`config.mk`:
```
export PLATFORM = sky130hd
export DESIGN_NAME = shifter_pipe
export DESIGN_NICKNAME = d
export VERILOG_FILES = /design/src/rtl/shifter_pipe.sv
export SDC_FILE = /design/constraint.sdc
export NUM_CORES = 1
export LEC_CHECK = 0
export BUFFER_PORTS_ARGS = -buffer_cell sky130_fd_sc_hd__buf_4
export CAP_MARGIN = 5
export CORE_AREA = 2 2 101 103
export DETAILED_ROUTE_END_ITERATION = 12
export DIE_AREA = 0 0 103 105
export PLACE_DENSITY = 0.67
export SLEW_MARGIN = 15
export SYNTH_ARGS = -nofsm -noshare
export SYNTH_HDL_FRONTEND = slang
export SYNTH_SLANG_ARGS = --single-unit
```
`constraint.sdc`:
```
create_clock -name clk -period 2.9 [get_ports clk]
set_input_delay 0.58 -clock clk [delete_from_list [all_inputs] [get_ports clk]]
set_output_delay 0.58 -clock clk [all_outputs]
set_load 0.02 [all_outputs]
```
`src/rtl/shifter_pipe.sv`:
```
// Pipelined barrel shifter with valid/ready backpressure, carry-out and zero flags.
// Define SHIFTER_PIPE_ROTATE_EN to enable ROL/ROR; otherwise those ops pass src_a through.
module shifter_pipe #(
  parameter int WIDTH   = 16,
  parameter int LATENCY = 2
) (
  input  logic                     clk,
  input  logic                     reset_n,
  input  logic                     in_valid,
  output logic                     in_ready,
  input  logic [2:0]               op,
  input  logic [WIDTH-1:0]         src_a,
  input  logic [WIDTH-1:0]         src_b,
  input  logic [$clog2(WIDTH)-1:0] shamt,
  output logic                     out_valid,
  input  logic                     out_ready,
  output logic [WIDTH-1:0]         result,
  output logic                     carry,
  output logic                     zero
);

  localparam int SAW = $clog2(WIDTH);
`ifdef SHIFTER_PIPE_ROTATE_EN
  localparam int CW = 3;
`else
  localparam int CW = 2;
`endif
  localparam int C_LEFT  = 0;
  localparam int C_ARITH = 1;
  localparam int C_ROT   = 2;
  localparam logic [1:0] CK_NONE = 2'd0;
  localparam logic [1:0] CK_L    = 2'd1;
  localparam logic [1:0] CK_R    = 2'd2;

  // Barrel level k (k=0 is the largest amount) lives in this pipeline stage.
  function automatic int stage_of(input int k);
    return (k * LATENCY) / SAW;
  endfunction

  function automatic logic [WIDTH-1:0] shift_lvl(input logic [WIDTH-1:0] v, input int n,
                                                 input logic [CW-1:0] ctl);
    logic [WIDTH-1:0] r;
`ifdef SHIFTER_PIPE_ROTATE_EN
    if (ctl[C_ROT])
      r = ctl[C_LEFT] ? ((v << n) | (v >> (WIDTH - n))) : ((v >> n) | (v << (WIDTH - n)));
    else
`endif
    if (ctl[C_LEFT])
      r = v << n;
    else if (ctl[C_ARITH])
      r = $unsigned($signed(v) >>> n);
    else
      r = v >> n;
    return r;
  endfunction

  logic             w_adv;
  logic             w_acc;
  logic [WIDTH-1:0] w_dec_val;
  logic [SAW-1:0]   w_dec_amt;
  logic [CW-1:0]    w_dec_ctl;
  logic             w_dec_carry;
  logic [1:0]       w_ck;
  logic [SAW:0]     w_lsh_b;
  logic [SAW:0]     w_lsh_mag;
  logic [WIDTH:0]   w_lext;
  logic [WIDTH:0]   w_rext;

  logic             r_rdy_en;
  logic             r_zero;

  assign w_adv    = ~out_valid | out_ready;
  assign in_ready = r_rdy_en & w_adv;
  assign w_acc    = in_valid & in_ready;

  // Every op is reduced to value + amount + direction/fill; the carry is picked from the operand up front.
  always_comb begin
    w_dec_val   = src_a;
    w_dec_amt   = shamt;
    w_dec_ctl   = '0;
    w_ck        = CK_NONE;
    w_dec_carry = 1'b0;
    w_lsh_b     = src_b[SAW:0];
    w_lsh_mag   = w_lsh_b[SAW] ? (~w_lsh_b + (SAW+1)'(1)) : w_lsh_b;
    case (op)
      3'b000: begin w_dec_ctl[C_LEFT] = 1'b1; w_ck = CK_L; end
      3'b001: w_ck = CK_R;
      3'b010: begin w_dec_ctl[C_ARITH] = 1'b1; w_ck = CK_R; end
      3'b011: begin
        w_dec_val         = src_b;
        w_dec_amt         = SAW'(WIDTH / 2);
        w_dec_ctl[C_LEFT] = 1'b1;
      end
      3'b100: begin
        w_dec_amt         = w_lsh_mag[SAW] ? '1 : w_lsh_mag[SAW-1:0];
        w_dec_ctl[C_LEFT] = ~w_lsh_b[SAW];
        w_ck              = w_lsh_b[SAW] ? CK_R : CK_L;
      end
`ifdef SHIFTER_PIPE_ROTATE_EN
      3'b101: begin w_dec_ctl[C_LEFT] = 1'b1; w_dec_ctl[C_ROT] = 1'b1; w_ck = CK_L; end
      3'b110: begin w_dec_ctl[C_ROT] = 1'b1; w_ck = CK_R; end
`endif
      default: w_dec_amt = '0;
    endcase
    w_lext = {1'b0, src_a} << w_dec_amt;
    w_rext = {src_a, 1'b0} >> w_dec_amt;
    case (w_ck)
      CK_L:    w_dec_carry = w_lext[WIDTH];
      CK_R:    w_dec_carry = w_rext[0];
      default: w_dec_carry = 1'b0;
    endcase
  end

  logic             w_st_vld   [LATENCY];
  logic             w_st_carry [LATENCY];
  logic [WIDTH-1:0] w_st_val   [LATENCY];
  logic [SAW-1:0]   w_st_amt   [LATENCY];
  logic [CW-1:0]    w_st_ctl   [LATENCY];
  logic [WIDTH-1:0] w_last_shf;

  for (genvar s = 0; s < LATENCY; s++) begin : g_stage
    logic             w_vld_in;
    logic             w_carry_in;
    logic [WIDTH-1:0] w_val_in;
    logic [SAW-1:0]   w_amt_in;
    logic [CW-1:0]    w_ctl_in;
    logic [WIDTH-1:0] w_shf;
    logic             r_vld;
    logic             r_carry;
    logic [WIDTH-1:0] r_val;
    logic [SAW-1:0]   r_amt;
    logic [CW-1:0]    r_ctl;

    if (s == 0) begin : g_head
      assign w_vld_in   = w_acc;
      assign w_carry_in = w_dec_carry;
      assign w_val_in   = w_dec_val;
      assign w_amt_in   = w_dec_amt;
      assign w_ctl_in   = w_dec_ctl;
    end else begin : g_body
      assign w_vld_in   = w_st_vld[s-1];
      assign w_carry_in = w_st_carry[s-1];
      assign w_val_in   = w_st_val[s-1];
      assign w_amt_in   = w_st_amt[s-1];
      assign w_ctl_in   = w_st_ctl[s-1];
    end

    always_comb begin
      w_shf = w_val_in;
      for (int k = 0; k < SAW; k++) begin
        if (stage_of(k) == s && w_amt_in[SAW-1-k])
          w_shf = shift_lvl(w_shf, 1 << (SAW - 1 - k), w_ctl_in);
      end
    end

    // One global advance: a stall freezes every stage, bubbles included.
    always_ff @(posedge clk or negedge reset_n) begin
      if (!reset_n) begin
        r_vld   <= 1'b0;
        r_carry <= 1'b0;
        r_val   <= '0;
        r_amt   <= '0;
        r_ctl   <= '0;
      end else if (w_adv) begin
        r_vld   <= w_vld_in;
        r_carry <= w_carry_in;
        r_val   <= w_shf;
        r_amt   <= w_amt_in;
        r_ctl   <= w_ctl_in;
      end
    end

    assign w_st_vld[s]   = r_vld;
    assign w_st_carry[s] = r_carry;
    assign w_st_val[s]   = r_val;
    assign w_st_amt[s]   = r_amt;
    assign w_st_ctl[s]   = r_ctl;

    if (s == LATENCY - 1) begin : g_tail
      assign w_last_shf = w_shf;
    end
  end

  always_ff @(posedge clk or negedge reset_n) begin
    if (!reset_n) begin
      r_rdy_en <= 1'b0;
      r_zero   <= 1'b0;
    end else begin
      r_rdy_en <= 1'b1;
      if (w_adv) r_zero <= (w_last_shf == '0);
    end
  end

  assign out_valid = w_st_vld[LATENCY-1];
  assign result    = w_st_val[LATENCY-1];
  assign carry     = w_st_carry[LATENCY-1];
  assign zero      = r_zero;

endmodule

```
# ---- Yosys cells after proc, flatten, opt, wreduce, memory -nomap -nowiden
# Index checks and enable logic that the tools add are counted.
dict set report totals {
  input_bits 43
  word_cells 51
  ff_bits 42
}
dict set report classes {
  n_mux 21
  shift 2
  n_reduce_logical 5
  bitwise_logic 6
  n_eq_ne 6
  add_sub_neg 1
}
# op n
set op_table {}
lappend op_table {{2-to-1 mux 16 bit} 13}
lappend op_table {{<< shifter 16 x 4 -> 17 bit} 1}
lappend op_table {{right shift 17 x 4 -> 1 bit} 1}
lappend op_table {{logical NOT 16 bit} 1}
lappend op_table {{case mux 4 bit (3 select lines)} 1}
lappend op_table {{== test 3 x 2 -> 1 bit, second input constant} 2}
lappend op_table {{case mux 2 bit (3 select lines)} 1}
lappend op_table {{adder 5 x 1 -> 5 bit, second input constant} 1}
lappend op_table {{2-to-1 mux 5 bit} 1}
lappend op_table {{inverter 5 bit} 1}
lappend op_table {{2-to-1 mux 4 bit} 1}
lappend op_table {{case mux 1 bit (2 select lines)} 2}
lappend op_table {{OR reduction 2 bit} 2}
lappend op_table {{== test 3 x 1 -> 1 bit, second input constant} 1}
lappend op_table {{== test 3 bit, second input constant} 1}
lappend op_table {{logical NOT 3 bit} 1}
lappend op_table {{OR reduction 3 bit} 1}
lappend op_table {{AND 1 bit} 2}
lappend op_table {{== test 2 x 1 -> 1 bit, second input constant} 1}
lappend op_table {{== test 2 bit, second input constant} 1}
lappend op_table {{2-to-1 mux 2 bit} 1}
lappend op_table {{inverter 1 bit} 2}
lappend op_table {{2-to-1 mux 1 bit} 1}
lappend op_table {{bitwise OR 1 bit} 1}

# ---- Logic depth before layout (Yosys ltp)
# Gate-level depths: netlist of the first run.
dict set report depth {
  ltp_word 9
  depth_mapped 11
  mapped_depth_nobuf 9
}

# ---- Worst setup path after synthesis of the first run
# Ideal clock, no wire load.
dict set report synth_timing {
  path_kind {input-to-reg}
  start {input src_b[0]}
  end {register g_stage[0].r_carry}
  arrival_ps 2274
  path_slack_ps 488
  setup_ps 138
  cell_stages 9
  path_buffers 0
  cell_sequence {inv_1 ha_1 nor4bb_1 o21ai_0 nand2_1 nor2_1 or4_1 o211ai_1 nand4_1}
}
dict set report synth_between {
  elab_chain_len 7
  word_cells_on_any_way 8
  classes_between {add/sub: 1; shift: 2; mux: 4; bitwise: 1}
}
# element line
set synth_rtl {}
lappend synth_rtl {{start, declared} 13} ;# input logic [WIDTH-1:0] src_b,
lappend synth_rtl {{inverter 5 bit} 84} ;# w_lsh_mag = w_lsh_b[SAW] ? (~w_lsh_b + (SAW+1)'(1)) : w_lsh_b;
lappend synth_rtl {{adder 5 x 1 -> 5 bit} 84}
lappend synth_rtl {{2-to-1 mux 5 bit (*)} 84}
lappend synth_rtl {{2-to-1 mux 4 bit (*)} 95} ;# w_dec_amt = w_lsh_mag[SAW] ? '1 : w_lsh_mag[SAW-1:0];
lappend synth_rtl {{case mux 4 bit (3 select lines) (*)} 85} ;# case (op)
lappend synth_rtl {{right shift 17 x 4 -> 1 bit / << shifter 16 x 4 -> 17 bit (equally long branches)} {106, 105}}
lappend synth_rtl {{case mux 1 bit (2 select lines) (*)} 107} ;# case (w_ck)
lappend synth_rtl {{end signal, assigned} 166} ;# r_carry <= w_carry_in;
lappend synth_rtl {{end, declared} 129} ;# logic r_carry;
# Every way passes the cells marked *; elsewhere a longest branch is shown, timed or not.
# A chain may end at the register's enable or synchronous reset.

# ---- Worst setup path after layout of the first run
dict set report layout_timing {
  start {register g_stage[0].r_amt[1]}
  end {register r_zero, in the netlist zero}
}
dict set report layout_between {
  elab_chain_len 5
}
# element line
set layout_rtl {}
lappend layout_rtl {{start, declared} 131} ;# logic [SAW-1:0] r_amt;
lappend layout_rtl {{start signal, assigned} 168} ;# r_amt <= w_amt_in;
lappend layout_rtl {{2-to-1 mux 16 bit (*)} 151} ;# if (stage_of(k) == s && w_amt_in[SAW-1-k])
lappend layout_rtl {{2-to-1 mux 16 bit} 50} ;# else if (ctl[C_ARITH])
lappend layout_rtl {{2-to-1 mux 16 bit} 48} ;# if (ctl[C_LEFT])
lappend layout_rtl {{2-to-1 mux 16 bit (*)} 151}
lappend layout_rtl {{logical NOT 16 bit (*)} 190} ;# if (w_adv) r_zero <= (w_last_shf == '0);
lappend layout_rtl {{end signal, assigned} 190}
lappend layout_rtl {{end, declared} 70} ;# logic r_zero;
# Marks and branches as above.

==> flow_summary.ini, run 1 <==
[clock_tree]
h-tree-depth = 2
clkSinkCount = 42
cts_root_buf = clkbuf_8
numCtsBuffers = 5
clk_pin_slew_ns = 0.08
cts_tree = built
postCtsHoldBufs = 0
max-clock-path-buffers = 2
post-cts-setup-buffers = 0
cts_resized = 0
clk_latency_ns = 0.29

[synthesis]
yosys_warnings = 0
synth-edff-count = 0
synthCells = 478
synth-simple-area-share = 0.2396
ys_ff_latch = 42
synthXorXnorAreaFrac = 0.002438
synth_top_family_by_area = compound AO/OA/AOI/OAI gates
synth_ff_type = dfrtp_1
synth_fp_nets = 524
seq_area_frac_synth = 0.2926
synth_compound_area_frac = 0.2668
synthMuxAreaShare = 0.1243
yosysUniqueCellTypes = 57
avgSynthCellArea_sq_um = 7.515
ys_async_sr_fraction = 1.000
synth_fa_ha_area_frac = 0.01045
syn-cell-area_sq_um = 3592

[detailed_routing]
drc = 0
vias_per_cell = 5.660
ant_nets = 0
vias = 3724
routedWlPerCell_um = 15.99
first_pass_iters = 5
wl_mm = 10.52
initialDrtViolationCount = 246

[final_layout]
fin_util = 0.4411
layout.nets = 571
fillers = 1014
layout-area-overhead-vs-synth_pct = 18.36
drive_gt1_frac = 0.1848
antennaDiodeCount = 0

[timing]
min_period_over_period = 0.8819
rsz0062_at_grt = no
setup_viol = 0
setup_slack_ns = 0.3425
period_needed_ns = 2.557
fin_skew_ns = 0.008768
relSlewSlack = 0.5830
hold_viol_final = 0
slew_violations = 0
fmax_mhz = 391.0
fin_setup_tns_ns = 0
worst_slew_pin_slew_ns = 0.6255

[critical_path]
cpLargestDelayFamily = compound AO/OA/AOI/OAI gates
crit_chain = inv_1, o2bb2ai_1, a22oi_1, o32a_1, nand3_1, or4_1, o31ai_1
cp-start-kind = flip-flop
cp_slowest_cell = dfrtp_1
max_stage_delay_ns = 0.75
worstPathMaxFanout = 19
path_buf_inv = 1
crit_type = reg -> reg
endpoint_kind = flip-flop
critical_path_arrival_ns = 2.75
cp.required_ns = 3.10

[power_and_ir_drop]
power_mw = 2.242
p_per_area_nw_per_um2 = 527.4
p_leak_nw = 1.849
peakVddDrop_mv = 0.2431

[hold_path]
hp-class = in -> async

[floorplanning]
core_sq_um = 9639
rows = 36
dieHeight_um = 105
start_util = 0.3727
dieArea_sq_um = 10820
die_w_um = 103
ios = 63

[grt]
grt_util_all_layers = 0.1986
antenna_found_initial = 0
grt_pass1_wl_mm = 17.53
grt_max_degree = 43
grt_pass1_vias = 3571
grt.overflow.total = 0

[run]
maxCapViolations = 0

[placed_design]
place_hpwl_mm = 8.169
io_buffers = 61
pre_cts_slack_ns = 0.1638
gp_congestion = 0.9219

[outcome]
status = completed
==> worst reg2reg max path, stage by stage (launching register included) <==
cell,delay (ns)
dfrtp_1,0.75
inv_1,0.28
o2bb2ai_1,0.23
a22oi_1,0.17
o32a_1,0.25
nand3_1,0.07
or4_1,0.48
o31ai_1,0.25
==> where the power goes <==
part	leakage [nW]	internal [mW]	switching, mW
registers	0.516	0.716	0.141
clock network	0.0362	0.164	0.193
logic	1.30	0.450	0.579
total	1.85	1.33	0.913
==> cell type report <==
| class | count | area (sq um) | area share |
|---|---|---|---|
| clock inverter | 2 | 15.01 | 0.003531 |
| inverter | 10 | 37.54 | 0.008829 |
| multi-input combinational | 389 | 2322 | 0.5462 |
| tap | 133 | 166.4 | 0.03914 |
| sequential | 42 | 1051 | 0.2472 |
| clock buffer | 5 | 68.82 | 0.01619 |
| timing repair buffer | 77 | 590.6 | 0.1389 |
==> stage by stage <==
stage	hold slack, ns	cell area (sq um)	instances
finish	0.2571	4252	658
global route	0.2962	4252	658
CTS	0.2688	4252	658
detailed placement	0.4490	4168	651
global placement	0.4420	4168	651
floorplan	0.2844	3592	478
==> state kept, by name, indices dropped and copies added (netlist names) <==
name and flops:
r_rdy_en 1, zero 1, g_stage.r_amt 2, g_stage.r_vld 1, carry 1, g_stage.r_carry 1, g_stage.r_ctl 2, out_valid 1
result 16, g_stage.r_val 16
==> cells in the mapped netlist (9+ instances only) <==
| cell type | instances | area (sq um) |
|---|---|---|
| nand2_1 | 97 | 364.1 |
| o21ai_0 | 45 | 225.2 |
| nor2_1 | 43 | 161.4 |
| dfrtp_1 | 42 | 1051 |
| a21oi_1 | 40 | 200.2 |
| mux2i_1 | 26 | 260.3 |
| clkbuf_1 | 16 | 60.06 |
| nand3_1 | 16 | 80.08 |
| buf_2 | 14 | 70.07 |
| nor3_1 | 14 | 70.07 |
| inv_1 | 9 | 33.78 |
| o211ai_1 | 9 | 67.56 |
==> cells in the final DEF, fill, tap and decap left out, types with 6 or more instances in the layout <==
cell / netlist / final
nand2_1: 97 / 97
buf_4: 0 / 76
o21ai_0: 45 / 45
nor2_1: 43 / 43
dfrtp_1: 42 / 42
a21oi_1: 40 / 39
mux2i_1: 26 / 26
nand3_1: 16 / 16
nor3_1: 14 / 14
inv_1: 9 / 9
o211ai_1: 9 / 9
a31oi_1: 8 / 8
a22o_1: 7 / 7
a22oi_1: 7 / 7
nand2b_1: 6 / 6
==> kinds of logic (layout without fill, tap and decap cells) <==
logic type                 Yosys count  count (layout)
other                                1               1
and+or+nand+nor                    196             196
adders and majority gates            3               3
DFF                                 42              42
buffers and inverters               47              94
xor gates and xnor gates             1               1
AOI/OAI and AO/OA                  153             153
muxes                               35              35
==> per-layer routing <==
layer  vias to the layer above  wire, um  track usage
met2                       159      4855       0.3173
met3                        14       632      0.03010
met1                      1721      4864       0.2789
met4                         0       170      0.04887
li1                       1830         -            -
met5                         -         0            0
==> final timing paths <==
check                                                to                             from  slack (ns)  cells past startpoint
setup / recovery                       zero$_DFFE_PN0N_  g_stage[0].r_amt[1]$_DFFE_PN0N_        0.34                      7
min in group clk           g_stage[0].r_vld$_DFFE_PN0N_     g_stage[0].r_vld$_DFFE_PN0N_        0.46                      2
max in group asynchronous  g_stage[0].r_vld$_DFFE_PN0N_                          reset_n        2.29                      1
hold reg to reg            g_stage[0].r_vld$_DFFE_PN0N_     g_stage[0].r_vld$_DFFE_PN0N_        0.46                      2
setup reg to reg                       zero$_DFFE_PN0N_  g_stage[0].r_amt[1]$_DFFE_PN0N_        0.34                      7
hold / removal                    result[6]$_DFFE_PN0N_                          reset_n        0.26                      1
Note: power is estimated with default switching activity, not from simulation.
==> run 2: changes to the inputs <==
--- a/config.mk
+++ b/config.mk
@@ -11,6 +11,7 @@
 export DETAILED_ROUTE_END_ITERATION = 12
 export DIE_AREA = 0 0 103 105
 export PLACE_DENSITY = 0.67
+export SETUP_SLACK_MARGIN = 0.4
 export SLEW_MARGIN = 15
 export SYNTH_ARGS = -nofsm -noshare
 export SYNTH_HDL_FRONTEND = slang
==> flow_summary.ini, run 2 (synthesis results as in run 1) <==
[final_layout]
final_cell_mix = 96 x nand2_1, 75 x buf_4, 45 x o21ai_0
fillers = 1012
drive_gt1_frac = 0.1977
layout-area-overhead-vs-synth_pct = 19.23
layout.nets = 572
final_common_cell = nand2_1
fin_util = 0.4443
antennaDiodeCount = 0

[timing]
hold_viol_final = 0
fmax_mhz = 423.8
rsz0062_at_grt = yes
period_needed_ns = 2.360
setup_viol = 0
fin_skew_ns = 0.007840
min_period_over_period = 0.8136
worst_slew_pin_slew_ns = 0.5982
relSlewSlack = 0.6012
fin_setup_tns_ns = 0
slew_violations = 0

[power_and_ir_drop]
power_frac_clock = 0.159
p_per_area_nw_per_um2 = 527.3
seqPwrFrac = 0.380
power_mw = 2.258
p_int_mw = 1.337
p_leak_nw = 1.854
peakVddDrop_mv = 0.2499
p_sw_mw = 0.9217
sw_frac_of_total = 0.4081
combPwrFrac = 0.461

[outcome]
status = completed

[run]
maxCapViolations = 0

[floorplanning]
ios = 63
dieHeight_um = 105
core_sq_um = 9639
dieArea_sq_um = 10820
start_util = 0.3727
rows = 36
die_w_um = 103

[placed_design]
io_buffers = 61
place_hpwl_mm = 8.169
gp_congestion = 0.9219

[grt]
grt_pass1_wl_mm = 17.55
grt.overflow.total = 0
antenna_found_initial = 0
grt_max_degree = 43
grt_pass1_vias = 3562
grt_util_all_layers = 0.1987

[critical_path]
reg2regPathDepth = 7
crit_type = in -> reg
critical_path_arrival_ns = 2.58
cp-start-kind = input pin
reg2reg_slack_ns = 0.58
endpoint_kind = flip-flop
worstPathMaxFanout = 16
cp.required_ns = 3.12

[clock_tree]
numCtsBuffers = 5
clk_latency_ns = 0.30
cts_root_buf = clkbuf_8
postCtsHoldBufs = 0
clk_pin_slew_ns = 0.08
max-clock-path-buffers = 2
cts_tree = built
h-tree-depth = 2
clkSinkCount = 42

[detailed_routing]
wl_mm = 10.64
initialDrtViolationCount = 218
vias_per_cell = 5.690
first_pass_iters = 5
drc = 0
vias = 3750
routedWlPerCell_um = 16.14
ant_nets = 0

[hold_path]
hp-class = in -> async
==> run 2: cell types whose count changed in the layout (fill, tap and decap cells not counted), sizes merged <==
cell | previous run | this run
buf | 77 | 78
==> run 2: cell type report <==
class	instances	area [sq um]	share of cell area
Tap cell	133	166.4	0.03885
Clock buffer	5	68.82	0.01607
Inverter	10	37.54	0.008764
Multi-Input combinational cell	389	2336	0.5454
Sequential cell	42	1054	0.2460
Timing Repair Buffer	78	605.6	0.1414
Clock inverter	2	15.01	0.003506
==> run 2: worst paths after layout <==
| check | start | end |
|---|---|---|
| hold / removal | reset_n | result[6]$_DFFE_PN0N_ |
| hold reg to reg | g_stage[0].r_vld$_DFFE_PN0N_ | g_stage[0].r_vld$_DFFE_PN0N_ |
| max in group asynchronous | reset_n | g_stage[0].r_amt[1]$_DFFE_PN0N_ |
| setup reg to reg | g_stage[0].r_ctl[0]$_DFFE_PN0N_ | zero$_DFFE_PN0N_ |
| setup / recovery | src_b[0] | g_stage[0].r_val[11]$_DFFE_PN0N_ |
| min in group clk | g_stage[0].r_vld$_DFFE_PN0N_ | g_stage[0].r_vld$_DFFE_PN0N_ |
==> run 2: metrics by stage <==
step	setup WS (ns)	cell area, sq um	std cells	hold slack (ns)
2_1_floorplan	0.4884	3592	478	0.2844
3_3_place_gp	0.2090	4168	651	0.4420
3_5_place_dp	0.1638	4168	651	0.4490
4_1_cts	0.4434	4257	658	0.2688
5_1_grt	0.3586	4283	659	0.2962
6_report	0.5405	4283	659	0.2561
==> run 2: timing repair <==
| action | CTS | global route |
|---|---|---|
| setup buffers | 0 | 1 |
| gates resized for setup | 2 | 6 |
| pin swaps | 0 | 1 |
| setup endpoints to repair | 1 | 2 |
==> run 2: power groups by stage <==
stage | clock network (mW) | logic (mW) | registers, mW
3_3_place_gp | 0 | 1.01 | 0.861
2_1_floorplan | 0 | 0.617 | 0.910
6_report | 0.359 | 1.04 | 0.858
4_1_cts | 0.371 | 1.03 | 0.858
3_5_place_dp | 0 | 1.02 | 0.869
5_1_grt | 0.396 | 1.15 | 0.881
==> run 2: layer usage <==
metal | GRT usage | part of all wire
met1 | 0.2789 | 0.46
met2 | 0.3177 | 0.46
met3 | 0.03010 | 0.062
met4 | 0.04887 | 0.016
met5 | 0 | 0
==> run 2: critical path, cell delays in order <==
cell      delay (ns)
buf_4           0.13
inv_1           0.07
ha_1            0.24
nor2_1          0.06
a21oi_1         0.26
a21o_1          0.54
nand2_1         0.21
o211ai_1        0.15
o21ai_0         0.16
a21oi_1         0.18
